**config.mk**
```make
export PLATFORM = sky130hd
export DESIGN_NAME = seg_scan_ctrl
export DESIGN_NICKNAME = d
export VERILOG_FILES = /design/src/rtl/seg_pkg.sv /design/src/rtl/seg_scan_timer.sv /design/src/rtl/seg_scan_ctrl.sv
export SDC_FILE = /design/constraint.sdc
export NUM_CORES = 1
export LEC_CHECK = 0
export BUFFER_PORTS_ARGS = -buffer_cell sky130_fd_sc_hd__buf_2
export CAP_MARGIN = 15
export CELL_PAD_IN_SITES_DETAIL_PLACEMENT = 1
export CELL_PAD_IN_SITES_GLOBAL_PLACEMENT = 1
export CORE_MARGIN = 2
export CORE_UTILIZATION = 57
export CTS_BUF_LIST = sky130_fd_sc_hd__clkbuf_8
export CTS_CLUSTER_DIAMETER = 120
export DETAILED_ROUTE_END_ITERATION = 7
export HOLD_SLACK_MARGIN = 0.08
export PLACE_DENSITY_LB_ADDON = 0.05
export SLEW_MARGIN = 40
export SYNTH_ARGS = -nofsm -noshare
export SYNTH_HDL_FRONTEND = slang
export SYNTH_SLANG_ARGS = --single-unit
```
**constraint.sdc**
```tcl
create_clock -name clk -period 5.2 [get_ports clk]
set_input_delay 0.52 -clock clk [delete_from_list [all_inputs] [get_ports clk]]
set_output_delay 0.52 -clock clk [all_outputs]
set_load 0.02 [all_outputs]
```
**src/rtl/seg_pkg.sv**
```systemverilog
// Shared types for the seven-segment scan controller.
// Optional build macro SEG_SCAN_BLINK_EN adds a per-digit blink bit to the entry.
package seg_pkg;

  typedef enum logic [1:0] {
    IDLE = 2'd0,
    SHOW = 2'd1,
    GAP  = 2'd2
  } scan_state_t;

  typedef struct packed {
`ifdef SEG_SCAN_BLINK_EN
    logic       blink;
`endif
    logic       blank;
    logic [3:0] nibble;
  } seg_entry_t;

  // Frames per blink half-period.
  localparam int BLINK_FRAMES = 32;

  // Counter width able to hold 0..v-1, never narrower than one bit.
  function automatic int width_of(input int v);
    return (v > 1) ? $clog2(v) : 1;
  endfunction

  // Power-on table entry: digit dark, nibble zero, not blinking.
  function automatic seg_entry_t entry_reset();
    seg_entry_t e;
    e       = '0;
    e.blank = 1'b1;
    return e;
  endfunction

endpackage

```
**src/rtl/seg_scan_timer.sv**
```systemverilog
// Scan sequencer: dwell counter, digit index walk and end-of-frame pulse.
// Presents the state/index the display will be in next cycle so the top can
// register its outputs directly from them.
module seg_scan_timer
  import seg_pkg::*;
#(
  parameter int DIGITS   = 8,
  parameter int SCAN_DIV = 1000,
  parameter int GAP_CYC  = 2
) (
  input  logic                      clk,
  input  logic                      rst,
  input  logic                      en,
  output scan_state_t               state_nxt,
  output logic [$clog2(DIGITS)-1:0] idx_nxt,
  output logic                      frame_done
);

  localparam int AW    = $clog2(DIGITS);
  localparam int CNT_W = width_of((SCAN_DIV > GAP_CYC) ? SCAN_DIV : GAP_CYC);

  localparam logic [CNT_W-1:0] SHOW_LAST = CNT_W'(SCAN_DIV - 1);
  localparam logic [CNT_W-1:0] GAP_LAST  = CNT_W'(GAP_CYC - 1);
  localparam logic [AW-1:0]    IDX_LAST  = AW'(DIGITS - 1);

  scan_state_t      state_q;
  logic [CNT_W-1:0] cnt_q;
  logic [CNT_W-1:0] cnt_nxt;
  logic [AW-1:0]    idx_q;
  logic             fd_nxt;

  // State register: current scan position plus the registered frame pulse.
  always_ff @(posedge clk or negedge rst) begin
    if (!rst) begin
      state_q    <= IDLE;
      cnt_q      <= '0;
      idx_q      <= '0;
      frame_done <= 1'b0;
    end else begin
      state_q    <= state_nxt;
      cnt_q      <= cnt_nxt;
      idx_q      <= idx_nxt;
      frame_done <= fd_nxt;
    end
  end

  // Next-state: dwell counting, digit advance with wrap, enable override.
  always_comb begin
    state_nxt = state_q;
    cnt_nxt   = cnt_q + CNT_W'(1);
    idx_nxt   = idx_q;
    if (!en) begin
      state_nxt = IDLE;
      cnt_nxt   = '0;
      idx_nxt   = '0;
    end else begin
      case (state_q)
        IDLE: begin
          state_nxt = SHOW;
          cnt_nxt   = '0;
          idx_nxt   = '0;
        end
        SHOW: begin
          if (cnt_q == SHOW_LAST) begin
            state_nxt = GAP;
            cnt_nxt   = '0;
          end
        end
        GAP: begin
          if (cnt_q == GAP_LAST) begin
            state_nxt = SHOW;
            cnt_nxt   = '0;
            idx_nxt   = (idx_q == IDX_LAST) ? '0 : idx_q + AW'(1);
          end
        end
        default: begin
          state_nxt = IDLE;
          cnt_nxt   = '0;
          idx_nxt   = '0;
        end
      endcase
    end
  end

  // Output decode: pulse during the final gap cycle of the last digit.
  always_comb begin
    fd_nxt = (state_nxt == GAP) && (idx_nxt == IDX_LAST) && (cnt_nxt == GAP_LAST);
  end

endmodule

```
**src/rtl/seg_scan_ctrl.sv**
```systemverilog
// Seven-segment scan controller top: double-buffered digit tables, frame
// commit and registered segment/strobe outputs.
// Optional build macro SEG_SCAN_BLINK_EN adds wr_blink and a 32-frame blink phase.
module seg_scan_ctrl
  import seg_pkg::*;
#(
  parameter int DIGITS   = 8,
  parameter int SCAN_DIV = 1000,
  parameter int GAP_CYC  = 2
) (
  input  logic                      clk,
  input  logic                      rst,
  input  logic                      en,
  input  logic                      wr_valid,
  output logic                      wr_ready,
  input  logic [$clog2(DIGITS)-1:0] wr_addr,
  input  logic [3:0]                wr_data,
  input  logic                      wr_blank,
`ifdef SEG_SCAN_BLINK_EN
  input  logic                      wr_blink,
`endif
  output logic [3:0]                seg_nibble,
  output logic                      seg_blank,
  output logic [DIGITS-1:0]         digit_sel,
  output logic                      frame_done
);

  localparam int AW = $clog2(DIGITS);

  seg_entry_t  shadow [DIGITS];
  seg_entry_t  active [DIGITS];
  seg_entry_t  wr_entry;
  seg_entry_t  src;
  scan_state_t state_nxt;
  logic [AW-1:0]     idx_nxt;
  logic              wr_hit;
  logic              commit;
  logic              blink_dark;
  logic [DIGITS-1:0] sel_nxt;
  logic              blank_nxt;
  logic [3:0]        nib_nxt;

  seg_scan_timer #(
    .DIGITS   (DIGITS),
    .SCAN_DIV (SCAN_DIV),
    .GAP_CYC  (GAP_CYC)
  ) u_timer (
    .clk        (clk),
    .rst        (rst),
    .en         (en),
    .state_nxt  (state_nxt),
    .idx_nxt    (idx_nxt),
    .frame_done (frame_done)
  );

  // The write port never stalls; it is only held off while in reset.
  assign wr_ready = rst;
  assign wr_hit   = wr_valid && wr_ready && (int'(wr_addr) < DIGITS);
  // Commit is suppressed if the scan is being disabled in the same cycle.
  assign commit   = frame_done && en;

  // Assemble the entry presented on the write port.
  always_comb begin
    wr_entry        = entry_reset();
    wr_entry.blank  = wr_blank;
    wr_entry.nibble = wr_data;
`ifdef SEG_SCAN_BLINK_EN
    wr_entry.blink  = wr_blink;
`endif
  end

  // Shadow table: takes host writes at any time, out-of-range addresses dropped.
  always_ff @(posedge clk or negedge rst) begin
    if (!rst) begin
      for (int i = 0; i < DIGITS; i++) shadow[i] <= entry_reset();
    end else if (wr_hit) begin
      shadow[wr_addr] <= wr_entry;
    end
  end

  // Active table: whole-frame copy of the shadow at the frame boundary, so a
  // write landing in the same cycle is seen only from the following frame.
  always_ff @(posedge clk or negedge rst) begin
    if (!rst) begin
      for (int i = 0; i < DIGITS; i++) active[i] <= entry_reset();
    end else if (commit) begin
      active <= shadow;
    end
  end

`ifdef SEG_SCAN_BLINK_EN
  localparam int FW = $clog2(BLINK_FRAMES);

  logic [FW-1:0] frm_cnt;
  logic          blink_on;
  logic          blink_on_nxt;

  // Blink phase flips after every BLINK_FRAMES committed frames.
  always_comb begin
    blink_on_nxt = blink_on;
    if (commit && (frm_cnt == FW'(BLINK_FRAMES - 1))) blink_on_nxt = ~blink_on;
  end

  // Frame counter and blink phase; phase starts in the lit half.
  always_ff @(posedge clk or negedge rst) begin
    if (!rst) begin
      frm_cnt  <= '0;
      blink_on <= 1'b1;
    end else begin
      if (commit) frm_cnt <= frm_cnt + FW'(1);
      blink_on <= blink_on_nxt;
    end
  end

  assign blink_dark = src.blink && !blink_on_nxt;
`else
  assign blink_dark = 1'b0;
`endif

  // Next output values; at a commit the incoming frame reads the shadow
  // directly because the active copy lands on the same edge.
  always_comb begin
    src       = commit ? shadow[idx_nxt] : active[idx_nxt];
    sel_nxt   = '1;
    blank_nxt = 1'b1;
    nib_nxt   = seg_nibble;
    if (state_nxt == SHOW) begin
      sel_nxt   = ~(DIGITS'(1) << idx_nxt);
      blank_nxt = src.blank || blink_dark;
      nib_nxt   = src.nibble;
    end
  end

  // Output register: strobe, blank and nibble all launched from flops.
  always_ff @(posedge clk or negedge rst) begin
    if (!rst) begin
      digit_sel  <= '1;
      seg_blank  <= 1'b1;
      seg_nibble <= 4'h0;
    end else begin
      digit_sel  <= sel_nxt;
      seg_blank  <= blank_nxt;
      seg_nibble <= nib_nxt;
    end
  end

endmodule

```
==> flow_summary_export.csv, run 1 <==
group,metric,value,unit
synthesis,async_flop_share,100.0,%
timing,fin_tns_setup,0,ns
timing,min_period,3.573,ns
clock_tree,post_cts_buffers,0,
clock_tree,path_clk_slew,0.11,ns
layout,syn2layout_area_growth,8.512,%
timing,tightest_slew,0.7980,ns
route,wl,12.09,mm
clock_tree,clock-sinks,109,
clock_tree,cts_htree_levels,3,
setup_path,startpoint_type,"flip-flop",
synthesis,synth.area.top_cells,"dfrtp_1, mux2_2, dfstp_2",
setup_path,rr_worst_depth,10,
synthesis,synthCells,405,
floorplanning,core,9065,sq um
synthesis,synth_xor_area_share,1.335,%
floorplanning,start_util,57.89,%
pwr,peakVddDrop,0.0002258,V
layout,fill_cells,895,
setup_path,regToRegSetupSlack,1.63,ns
setup_path,required,5.50,ns
setup_path,r2r_start,"u_timer.idx_q[0]",
synthesis,synthAdderAreaFrac,1.907,%
global_routing,antenna_found_initial,0,
timing,relSlewSlack,46.66,%
timing,fmax,0.2799,GHz
synthesis,synth_flop_cell,"dfrtp_1",
setup_path,arrival,3.87,ns
route,drtIter0Drc,157,
synthesis,synth_compound_area_share,5.675,%
timing,hold_viol,0,
pwr,power_density,292.1,nW/um^2
synthesis,ys_types,52,
route,ant_nets,0,
synthesis,ys_warn_count,0,
global_routing,grt_pass1_vias,3644,
timing,drv_slew,0,
route,vias,3398,
synthesis,netlist_area,5248,sq um
timing,finalWorstSetupSlack,1.627,ns
layout,layout.nets,448,
layout,diodes,0,
clock_tree,clk_latency,0.36,ns
synthesis,synth_top_family_by_area,"multiplexers",
layout,finalNonFillerCells,544,
job,cap_violations,0,
synthesis,synth_top_cell_by_area,"dfrtp_1",
placement,numPortBuffers,26,
placement,gp_congestion,0.8149,
synthesis,syn_nets,425,
floorplanning,dieArea,9990,sq um
setup_path,crit_type,"reg2reg",
hold_path,hp-class,"in2async",
route,first_pass_iters,4,
placement,place_ws,1.854,ns
clock_tree,ctsHoldBuffers,0,
synthesis,synth_area_per_cell,12.96,sq um
floorplanning,pin_count,27,
floorplanning,dieHeight,99.95,um
clock_tree,cts_tree,"built",
setup_path,startpoint,"u_timer.idx_q[0]",
clock_tree,cts_resized,0,
layout,drive_above_1_share,38.80,%
global_routing,grt_max_degree,70,
pwr,leakage,2.499,nW
global_routing,grt_overflow_total,0,
placement,dp_cells,528,
synthesis,synth_top_area_share,40.06,%
route,routedWlPerCell,22.22,um
clock_tree,numCtsBuffers,9,
route,vias_per_cell,6.246,
setup_path,crit_fanout,32,
clock_tree,root_buffer,"clkbuf_8",
timing,setup_viol,0,
route,remaining_drc_errors,0,
floorplanning,die_w,99.95,um
timing,finalClockSkew,0.007531,ns
placement,hpwl,8.645,mm
outcome,status,"finished, final reports clean",
timing,rsz0062_at_grt,"false",
synthesis,synth.area.mux_share,26.37,%
setup_path,critPathCaptureType,"flip-flop",
synthesis,synth_edf_count,0,
clock_tree,cts_buffer_depth,2,
synthesis,synthSimpleGateAreaFrac,9.990,%
timing,fin_crit_sh,68.71,%
global_routing,gr-usage-all-layers,25.62,%
layout,utilization,62.82,%
global_routing,grt_pass1_wl,19.73,mm
synthesis,ys_ff_latch,109,
synthesis,yosysSeqAreaShare,52.58,%
setup_path,rr_endpoint,"seg_blank",
floorplanning,rows,35,
synth_stat cells (all sizes together) (2+ instances only):
library cell	count
ha	8
o22ai	4
xor2	4
xnor2	4
nand2	26
nor2b	2
a31oi	2
nor2	20
o21ai	5
o311a	4
nand3	11
and4	3
o31ai	5
and3	12
a41oi	2
buf	8
mux2i	34
mux2	80
or3	2
inv	8
dfstp	25
a221oi	8
and2	6
mux4	6
dfrtp	84
clkbuf	10
nor3	2
nor3b	3
nor4b	3
or2	2
critical path, stage by stage (launching register included):
cell and delay (ns):
dfrtp_1 0.42, ha_1 0.21, ha_1 0.26, and2_1 0.15, and4_1 0.23, o31ai_4 0.36
clkinv_2 0.65, mux2i_1 0.41, mux2i_1 0.13, mux4_2 0.46, or2_1 0.22
cell type report:
class | count | area, sq um | area share (%)
Clock buffer | 9 | 123.9 | 2.175
Tap cell | 111 | 138.9 | 2.439
Multi-Input combinational cell | 270 | 2405 | 42.23
Sequential cell | 109 | 2759 | 48.45
Clock inverter | 7 | 67.56 | 1.187
Inverter | 8 | 33.78 | 0.5933
Timing Repair Buffer | 30 | 166.4 | 2.922
registers in the layout (all words and copies together), names as in the netlist:
name and flops:
u_timer.cnt_q 10, seg_blank 1, active 40, digit_sel 8
u_timer.idx_q 3, u_timer.frame_done 1, u_timer.state_q 2, seg_nibble 4
shadow 40
metal layers:
metal  up-vias  part of all wire (%)  track usage [%]
met5         -                     0                0
met4         0                   1.4            6.322
met3        21                   3.1            5.084
met2        57                    51            42.83
met1      1791                    44            34.81
li1       1529                     -                -
cell usage in the layout (no fill, tap or decap), types with 5 or more instances in the layout:
cell | Yosys | routed
mux2_2 | 80 | 80
inv_1 | 5 | 5
nor2_1 | 20 | 20
nand3_1 | 11 | 11
a221oi_1 | 8 | 8
ha_1 | 8 | 8
and2_1 | 6 | 6
dfstp_2 | 25 | 25
and3_1 | 12 | 12
dfrtp_1 | 84 | 84
nand2_1 | 25 | 24
clkbuf_8 | 0 | 9
mux2i_1 | 34 | 34
buf_2 | 7 | 25
where the power goes:
part / internal, mW / total, mW / switching (mW)
clock network: 0.185 / 0.491 / 0.306
registers: 0.934 / 1.00 / 0.0661
logic: 0.0866 / 0.172 / 0.0854
total: 1.21 / 1.66 / 0.458
cell families (layout without fill, tap and decap cells):
family / count (synthesis) / after routing
buffers and inverters: 26 / 54
AOI/OAI and AO/OA: 37 / 37
DFF: 109 / 109
adders and majority gates: 8 / 8
muxes: 120 / 120
and+or+nand+nor: 97 / 97
xor gates and xnor gates: 8 / 8
metrics by stage:
| step | hold slack (ns) | area [sq um] | power (mW) |
|---|---|---|---|
| 2_1_floorplan | 0.2244 | 5248 | 1.100 |
| 3_3_place_gp | 0.4604 | 5478 | 1.167 |
| 3_5_place_dp | 0.4747 | 5498 | 1.188 |
| 4_1_cts | 0.1387 | 5689 | 1.683 |
| 5_1_grt | 0.1647 | 5694 | 1.733 |
| 6_report | 0.1310 | 5694 | 1.663 |
worst max-delay path by stage:
stage / end / slack [ns] / cells past startpoint
after floorplan: seg_blank / 2.50 / 11
after global placement: seg_blank / 1.96 / 11
after detailed placement: seg_blank / 1.85 / 10
after CTS: seg_blank / 1.82 / 10
after global routing: seg_blank / 1.47 / 10
final: seg_blank / 1.63 / 10
No activity file was read; power rests on OpenSTA's default activity.
==> run 2: changes to the inputs <==
--- a/config.mk
+++ b/config.mk
@@ -10,7 +10,7 @@
 export CELL_PAD_IN_SITES_DETAIL_PLACEMENT = 1
 export CELL_PAD_IN_SITES_GLOBAL_PLACEMENT = 1
 export CORE_MARGIN = 2
-export CORE_UTILIZATION = 57
+export CORE_UTILIZATION = 52
 export CTS_BUF_LIST = sky130_fd_sc_hd__clkbuf_8
 export CTS_CLUSTER_DIAMETER = 120
 export DETAILED_ROUTE_END_ITERATION = 7
==> constraint.sdc (replaced) <==
create_clock -name clk -period 3.49 [get_ports clk]
set_input_delay 0.349 -clock clk [delete_from_list [all_inputs] [get_ports clk]]
set_output_delay 0.349 -clock clk [all_outputs]
set_load 0.02 [all_outputs]
==> flow_summary_export.csv, run 2 (synthesis gave the netlist of run 1 again) <==
group,metric,value,unit
timing,drv_slew,0,
clock_tree,cts_buffer_depth,2,
pwr,switchingPower,629.4,uW
global_routing,gr-usage-all-layers,24.06,%
route,routedWlPerCell,21.19,um
pwr,pwr-share-seq,60.8,%
floorplanning,pin_count,27,
route,first_pass_iters,4,
layout,syn2layout_area_growth,9.561,%
timing,min_period,3.023,ns
timing,fmax,0.3308,GHz
route,vias_per_cell,5.932,
layout,drive_above_1_share,39.23,%
timing,setup_viol,0,
global_routing,grt_pass1_vias,3722,
setup_path,crit_type,"reg2reg",
clock_tree,numCtsBuffers,9,
outcome,status,"finished, final reports clean",
layout,final_cell_mix,"dfrtp_1, mux2_2, mux2i_1",
timing,relSlewSlack,51.57,%
setup_path,rr_worst_depth,11,
timing,hold_viol,0,
layout,fin_area,5749,sq um
placement,numPortBuffers,26,
timing,finalClockSkew,0.008235,ns
clock_tree,cts_resized,0,
layout,top_regs,"active x40, shadow x40, u_timer.cnt_q x10",
pwr,netSwitchingFraction,25.74,%
floorplanning,rows,36,
floorplanning,die_w,104.5,um
layout,regArea,2759,sq um
floorplanning,dieArea,10910,sq um
timing,fin_tns_setup,0,ns
clock_tree,clock-sinks,109,
setup_path,arrival,3.31,ns
route,ant_nets,0,
timing,rsz0062_at_grt,"false",
pwr,p_comb_share,10.3,%
layout,layout_commonest_cell,"dfrtp_1",
setup_path,rr_endpoint,"seg_nibble[0]",
setup_path,r2r_start,"u_timer.cnt_q[1]",
clock_tree,path_clk_slew,0.10,ns
setup_path,required,3.77,ns
timing,hold_slack,0.1017,ns
pwr,clkPwrFrac,28.9,%
clock_tree,clk_latency,0.37,ns
placement,gp_congestion,0.7944,
route,drtIter0Drc,155,
route,remaining_drc_errors,0,
setup_path,startpoint_type,"flip-flop",
layout,multi_input_area,2389,sq um
floorplanning,start_util,53.69,%
pwr,p_int,1.816,mW
route,vias,3405,
pwr,power_density,425.3,nW/um^2
placement,hpwl,8.745,mm
global_routing,grt_overflow_total,0,
job,cap_violations,0,
clock_tree,cts_tree,"built",
placement,place_ws,0.5149,ns
layout,diodes,0,
timing,finalWorstSetupSlack,0.4668,ns
clock_tree,post_cts_buffers,0,
clock_tree,ctsHoldBuffers,0,
global_routing,grt_pass1_wl,20.29,mm
global_routing,antenna_found_initial,0,
hold_path,hp-class,"in2async",
pwr,leakage,2.538,nW
placement,placed_cell_area,5573,sq um
setup_path,critPathCaptureType,"flip-flop",
setup_path,crit_fanout,11,
timing,fin_crit_sh,86.62,%
pwr,peakVddDrop,0.0002880,V
layout,layout.nets,456,
layout,fill_cells,994,
setup_path,regToRegSetupSlack,0.47,ns
route,wl,12.16,mm
clock_tree,cts_htree_levels,3,
floorplanning,dieHeight,104.5,um
layout,utilization,58.82,%
clock_tree,root_buffer,"clkbuf_8",
floorplanning,core,9774,sq um
timing,tightest_slew,0.7239,ns
global_routing,grt_max_degree,73,
run 2: worst max-delay path, stage by stage, from the launching register on:
cell,delay (ns)
dfrtp_1,0.44
inv_1,0.08
ha_1,0.13
nor4b_4,0.35
a31oi_1,0.22
o31ai_4,0.47
inv_2,0.23
buf_4,0.25
mux2i_1,0.14
mux2i_1,0.25
o22ai_1,0.14
o31ai_1,0.22
run 2: final cells by class:
| type | count | share of cell area (%) |
|---|---|---|
| clock buffer | 11 | 2.633 |
| clock inverter | 5 | 0.4353 |
| inverter | 8 | 0.5658 |
| multi-input combinational | 270 | 41.55 |
| sequential | 109 | 47.99 |
| tap | 133 | 2.894 |
| timing repair buffer | 38 | 3.939 |
run 2: metrics by stage:
stage          total power, mW  std cells
6_report                 2.445        574
4_1_cts                  2.472        574
3_5_place_dp             1.764        558
2_1_floorplan            1.639        405
5_1_grt                  2.562        574
3_3_place_gp             1.741        558
run 2: power by group through the flow:
stage                     combinational [mW]  clock, mW  sequential [mW]
after floorplan                        0.167          0             1.47
after global placement                 0.241          0             1.50
after detailed placement               0.254          0             1.51
after CTS                              0.258      0.729             1.49
after global routing                   0.283      0.775             1.50
final                                  0.253      0.707             1.49
run 2: routing by layer:
metal	wire [um]	vias up	global-route usage, %
met5	0	-	0
met4	208	0	7.239
met3	315	21	4.261
met2	6229	53	41.04
li1	-	1547	-
met1	5408	1784	31.42
run 2: how the worst max path moves through the flow:
stage	startpoint	endpoint	cells past startpoint	slack, ns
final	u_timer.cnt_q[1]	seg_nibble[0]	11	0.47
after global routing	u_timer.cnt_q[1]	seg_nibble[0]	11	0.23
after CTS	u_timer.cnt_q[1]	seg_nibble[0]	11	0.49
after detailed placement	u_timer.cnt_q[1]	seg_nibble[0]	11	0.51
after global placement	u_timer.idx_q[0]	seg_nibble[0]	11	0.62
after floorplan	u_timer.idx_q[0]	seg_blank	11	0.79
